**src/rtl/store_demux.sv**
```systemverilog
// Store demultiplexer: routes MEM-stage stores to data memory (port 0) or MMIO (port 1)
// through a one-deep registered stage, dropping misaligned stores and counting completions.
module store_demux #(
    parameter logic [31:0] MMIO_BASE = 32'hFFFF0000,
    parameter int unsigned CNT_W     = 16
) (
    input  logic             clk,
    input  logic             rst_n,
    input  logic             req_valid,
    output logic             req_ready,
    input  logic [31:0]      req_addr,
    input  logic [31:0]      req_data,
    input  logic [3:0]       req_be,
    output logic             m0_valid,
    input  logic             m0_ready,
    output logic [31:0]      m0_addr,
    output logic [31:0]      m0_data,
    output logic [3:0]       m0_be,
    output logic             m1_valid,
    input  logic             m1_ready,
    output logic [31:0]      m1_addr,
    output logic [31:0]      m1_data,
    output logic [3:0]       m1_be,
    output logic             err_pulse,
    output logic [CNT_W-1:0] err_cnt,
    output logic [CNT_W-1:0] cnt0,
    output logic [CNT_W-1:0] cnt1
);

    typedef enum logic [1:0] {
        IDLE  = 2'd0,
        PEND0 = 2'd1,
        PEND1 = 2'd2
    } state_t;

    state_t r_state;
    state_t w_state_next;

    logic                 w_accept;
    logic                 w_sel;
    logic                 w_good;
    logic [1:0]           w_valid;
    logic [1:0]           w_ready;
    logic [1:0]           w_done;
    logic [1:0]           w_load;
    logic [1:0][31:0]     w_addr_out;
    logic [1:0][31:0]     w_data_out;
    logic [1:0][3:0]      w_be_out;
    logic [1:0][CNT_W-1:0] w_cnt_out;
    logic                 r_err_pulse;
    logic [CNT_W-1:0]     r_err_cnt;

    assign w_sel      = (req_addr >= MMIO_BASE);
    assign w_valid[0] = (r_state == PEND0);
    assign w_valid[1] = (r_state == PEND1);
    assign w_ready[0] = m0_ready;
    assign w_ready[1] = m1_ready;
    assign w_done     = w_valid & w_ready;
    assign req_ready  = (r_state == IDLE) | (|w_done);
    assign w_accept   = req_valid & req_ready;

    // Legal byte-enable patterns must also sit on their natural alignment.
    always_comb begin
        w_good = 1'b0;
        case (req_be)
            4'b1111:                         w_good = (req_addr[1:0] == 2'b00);
            4'b0011, 4'b1100:                w_good = ~req_addr[0];
            4'b0001, 4'b0010,
            4'b0100, 4'b1000:                w_good = 1'b1;
            default:                         w_good = 1'b0;
        endcase
    end

    always_comb begin
        w_state_next = r_state;
        if (w_accept && w_good) begin
            w_state_next = w_sel ? PEND1 : PEND0;
        end else if (|w_done) begin
            w_state_next = IDLE;
        end
    end

    always_ff @(posedge clk or negedge rst_n) begin
        if (!rst_n) begin
            r_state <= IDLE;
        end else begin
            r_state <= w_state_next;
        end
    end

    genvar gi;
    generate
        for (gi = 0; gi < 2; gi++) begin : g_port
            logic [31:0]      r_addr;
            logic [31:0]      r_data;
            logic [3:0]       r_be;
            logic [CNT_W-1:0] r_cnt;

            assign w_load[gi] = w_accept & w_good & (w_sel == 1'(gi));

            // Payload only reloads for its own port; the idle port keeps its last value.
            always_ff @(posedge clk or negedge rst_n) begin
                if (!rst_n) begin
                    r_addr <= '0;
                    r_data <= '0;
                    r_be   <= '0;
                end else if (w_load[gi]) begin
                    r_addr <= req_addr;
                    r_data <= req_data;
                    r_be   <= req_be;
                end
            end

            always_ff @(posedge clk or negedge rst_n) begin
                if (!rst_n) begin
                    r_cnt <= '0;
                end else if (w_done[gi] && (r_cnt != {CNT_W{1'b1}})) begin
                    r_cnt <= r_cnt + 1'b1;
                end
            end

            assign w_addr_out[gi] = r_addr;
            assign w_data_out[gi] = r_data;
            assign w_be_out[gi]   = r_be;
            assign w_cnt_out[gi]  = r_cnt;
        end
    endgenerate

    always_ff @(posedge clk or negedge rst_n) begin
        if (!rst_n) begin
            r_err_pulse <= 1'b0;
            r_err_cnt   <= '0;
        end else begin
            r_err_pulse <= w_accept & ~w_good;
            if (w_accept && !w_good && (r_err_cnt != {CNT_W{1'b1}})) begin
                r_err_cnt <= r_err_cnt + 1'b1;
            end
        end
    end

    assign m0_valid  = w_valid[0];
    assign m0_addr   = w_addr_out[0];
    assign m0_data   = w_data_out[0];
    assign m0_be     = w_be_out[0];
    assign m1_valid  = w_valid[1];
    assign m1_addr   = w_addr_out[1];
    assign m1_data   = w_data_out[1];
    assign m1_be     = w_be_out[1];
    assign cnt0      = w_cnt_out[0];
    assign cnt1      = w_cnt_out[1];
    assign err_pulse = r_err_pulse;
    assign err_cnt   = r_err_cnt;

endmodule

```
**config.mk**
```make
export PLATFORM = sky130hd
export DESIGN_NAME = store_demux
export DESIGN_NICKNAME = d
export VERILOG_FILES = /design/src/rtl/store_demux.sv
export SDC_FILE = /design/constraint.sdc
export NUM_CORES = 1
export LEC_CHECK = 0
export BUFFER_PORTS_ARGS = -buffer_cell sky130_fd_sc_hd__buf_2
export CAP_MARGIN = 30
export CELL_PAD_IN_SITES_DETAIL_PLACEMENT = 1
export CELL_PAD_IN_SITES_GLOBAL_PLACEMENT = 1
export CORE_MARGIN = 4
export CORE_UTILIZATION = 27
export CTS_CLUSTER_DIAMETER = 200
export DETAILED_ROUTE_END_ITERATION = 8
export PLACE_DENSITY_LB_ADDON = 0.1
export SYNTH_ARGS = -nofsm -noshare
export SYNTH_HDL_FRONTEND = slang
export SYNTH_SLANG_ARGS = --single-unit
```
**constraint.sdc**
```tcl
create_clock -name clk -period 2.5 [get_ports clk]
set_input_delay 0.125 -clock clk [delete_from_list [all_inputs] [get_ports clk]]
set_output_delay 0.125 -clock clk [all_outputs]
set_load 0.1 [all_outputs]
```
==> run summary <==
status - completed
critical path endpoint category - register
drt first-iter violations - 227
Sequential cell area - 4680 µm²
H-tree depth - 4
Max rail drop VDD - 0.506 mV
Slew @ Worst Pin - 0.602 ns
final worst-path cycle share - 90.9%
largest net degree at the start of global routing - 71
vias per cell - 4.37
P per Cell Area - 1050 nW/µm²
# rows - 60
critical path type - reg2reg
Syn Inst Count - 520
prevailing post-synth register cell - dfrtp_1
clk_lat worst skew - 0.43 ns
RSZ-0062 raised after global routing - false
Final Power - 11.1 mW
area of the multi-input gates - 2730 µm²
DR pass1 iterations - 4
fin. max-slew vios - 0
# Max-Cap Violations - 0
# DRC - 0
Max transition margin - 59.9%
FMAX - 440 MHz
CP startpoint - r_state[0]
crit path time final - 2.27 ns
Final ANT Viol Nets - 0
crit path cell chain - nor2b_1 > o2bb2ai_1 > nand4_2 > nor4b_4 > nand4_1 > xnor2_1
root buffer cell - clkbuf_16
grt total ovfl - 0
number of global-route vias before repair - 6167
critical path's largest stage delay - 0.52 ns
Setup-failing EPs final - 0
Hold Path Class - in2reg
total CTS buffers - 17
gr usage total - 14.1%
Core Area - 27200 µm²
Final Hold Fails - 0
Layout area overhead - 41.2%
final net count - 935
Worst EP arrival - 2.59 ns
Post-synth ARST share - 100%
post-CTS setup buffer count - 0
Mapped Avg Cell Area - 14.4 µm²
synthesis-stage register bit count - 187
post-synth cell types - 40
clock slew at reported path FFs - 0.08 ns
Starting Density - 27.6%
Worst Hold Launch - req_addr[0]
die area - 30500 µm²
WP data required - 2.81 ns
DIE WIDTH - 175 µm
clk_skew - 0.0199 ns
number of synthesized flops with an enable pin - 0
DP HPWL - 15300 µm
TritonCTS clock tree - done
clock sinks - 187
crit path max fanout - 7
Synth Net Count - 596
ant diodes - 0
Filler cells - 2959
CP Launch Type - register
DR WL/cell - 17.3 µm
static leakage - 5.41 nW
yosys warns - 0
worst-case clock buffer depth - 2
reg2reg start - r_state[0]
PortBufs - 260
first-pass GRT wire length - 34600 µm
initial antenna violation count - 0
part of the Yosys area used for sequential elements - 62.3%
Vias - 5437
setup TNS - 0 ns
total wire length - 21500 µm
mapped cell area - 7510 µm²
I/O pin cnt - 261
Placer Congestion - 0.759
slowest CP cell - nor4b_4
die height - 175 µm
layout cells sized above 1 - 49.0%
==> worst max-delay path, delay by kind of cell, from the launching register on <==
family                    cells  cell delay (ns)
AOI/OAI and AO/OA             1             0.37
and+or+nand+nor               4             1.19
DFF                           1             0.44
xor gates and xnor gates      1             0.15
==> logic make-up (layout without fill, tap and decap cells) <==
family / count (synthesis) / after routing / synth area share, %
AO/OA/AOI/OAI: 18 / 18 / 1.50
XOR/XNOR: 43 / 43 / 5.02
adder cells (fa/ha/maj): 3 / 3 / 0.500
buffers and inverters: 20 / 372 / 1.48
flip-flops: 187 / 187 / 62.3
multiplexers: 122 / 122 / 19.3
AND/OR/NAND/NOR: 127 / 127 / 9.90
==> synth_stat cells, types with 4 or more instances <==
| cell | n | area share [%] |
|---|---|---|
| a21oi_1 | 5 | 0.33 |
| a31oi_1 | 4 | 0.33 |
| and3_1 | 6 | 0.50 |
| and4_1 | 6 | 0.70 |
| buf_2 | 10 | 0.67 |
| dfrtp_1 | 187 | 62 |
| inv_1 | 5 | 0.25 |
| mux2_2 | 102 | 15 |
| mux2_4 | 19 | 3.8 |
| nand2_1 | 27 | 1.4 |
| nand2b_1 | 18 | 1.5 |
| nand3_1 | 16 | 1.1 |
| nand4_1 | 18 | 1.5 |
| nor2_1 | 11 | 0.55 |
| nor2b_1 | 5 | 0.42 |
| nor3_1 | 5 | 0.33 |
| o21ai_0 | 4 | 0.27 |
| xnor2_1 | 36 | 4.2 |
| xor2_1 | 7 | 0.82 |
==> where the power goes <==
part | total (mW) | switching [mW] | leakage [nW] | internal, mW
clock | 2.78 | 1.34 | 0.291 | 1.44
combinational | 4.57 | 3.74 | 2.69 | 0.824
sequential | 3.74 | 0.301 | 2.43 | 3.44
==> path summary, 6_finish.rpt <==
kind | end | slack (ns) | cells past startpoint
min in group asynchronous | cnt0[11] | 0.26 | 2
max in group asynchronous | m0_addr[10] | 1.44 | 3
hold reg to reg | m1_addr[26] | 0.47 | 1
setup reg to reg | err_cnt[9] | 0.23 | 6
setup / recovery | err_cnt[9] | 0.23 | 6
hold / removal | m0_addr[0] | 0.03 | 2
==> timing repair <==
item                      CTS  global route
hold buffers               65             0
hold endpoints to repair  178             0
gates resized for setup     0             0
==> flip-flops by register name, summed over array words and instances (netlist names) <==
name	count
cnt0	16
cnt1	16
err_cnt	16
err_pulse	1
m0_addr	32
m0_be	4
m0_data	32
m1_addr	32
m1_be	4
m1_data	32
r_state	2
==> area by class of cell <==
type | instances | share of cell area, %
multi-input cells | 313 | 25.8
clock inverters | 14 | 1.63
clock buffers | 18 | 4.05
inverters | 5 | 0.177
flip-flops and latches | 187 | 44.2
repair buffers | 335 | 19.8
well taps | 372 | 4.39
==> cell usage in the layout (no fill, tap or decap), types with 2 or more instances in the layout <==
cell type,netlist,routed
a21oi_1,5,5
clkinv_8,0,3
inv_8,0,3
xnor2_1,36,36
dlygate4sd3_1,0,65
o2111ai_1,2,2
a31oi_1,4,4
ha_1,3,3
xor2_1,7,7
inv_6,0,5
mux2_2,102,102
clkbuf_16,0,17
and4_1,6,6
buf_12,0,5
o21ai_0,4,4
nor2_1,11,11
nor4b_1,2,2
nand3_1,16,15
nand4_1,18,18
nor3_1,5,5
nand2_1,27,27
buf_4,0,5
mux2_4,19,19
and2_1,3,3
buf_2,10,259
and3_1,6,6
dfrtp_1,187,187
nor2b_1,5,5
nand2b_1,18,18
inv_1,5,5
==> per-stage QoR <==
stage                     hold slack (ns)  cell area, µm²  util (%)  instances  worst slack (ns)
after detailed placement            0.175            9340      34.4       1147             0.232
after global routing              0.00389           10600      39.0       1244            0.0498
after CTS                         0.00957           10600      39.0       1244             0.212
after floorplan                    -0.171            7510         -        520            0.0538
final                              0.0254           10600      39.0       1244             0.228
after global placement              0.165            9340      34.4       1147             0.338
==> metal layers <==
| layer | share of wire, % | track usage [%] | vias to the layer above |
|---|---|---|---|
| li1 | - | - | 2507 |
| met1 | 42 | 17.1 | 2766 |
| met2 | 50 | 24.4 | 148 |
| met3 | 6.4 | 4.65 | 16 |
| met4 | 1.4 | 3.80 | 0 |
| met5 | 0 | 0 | - |
No activity file was read; power rests on OpenSTA's default activity.
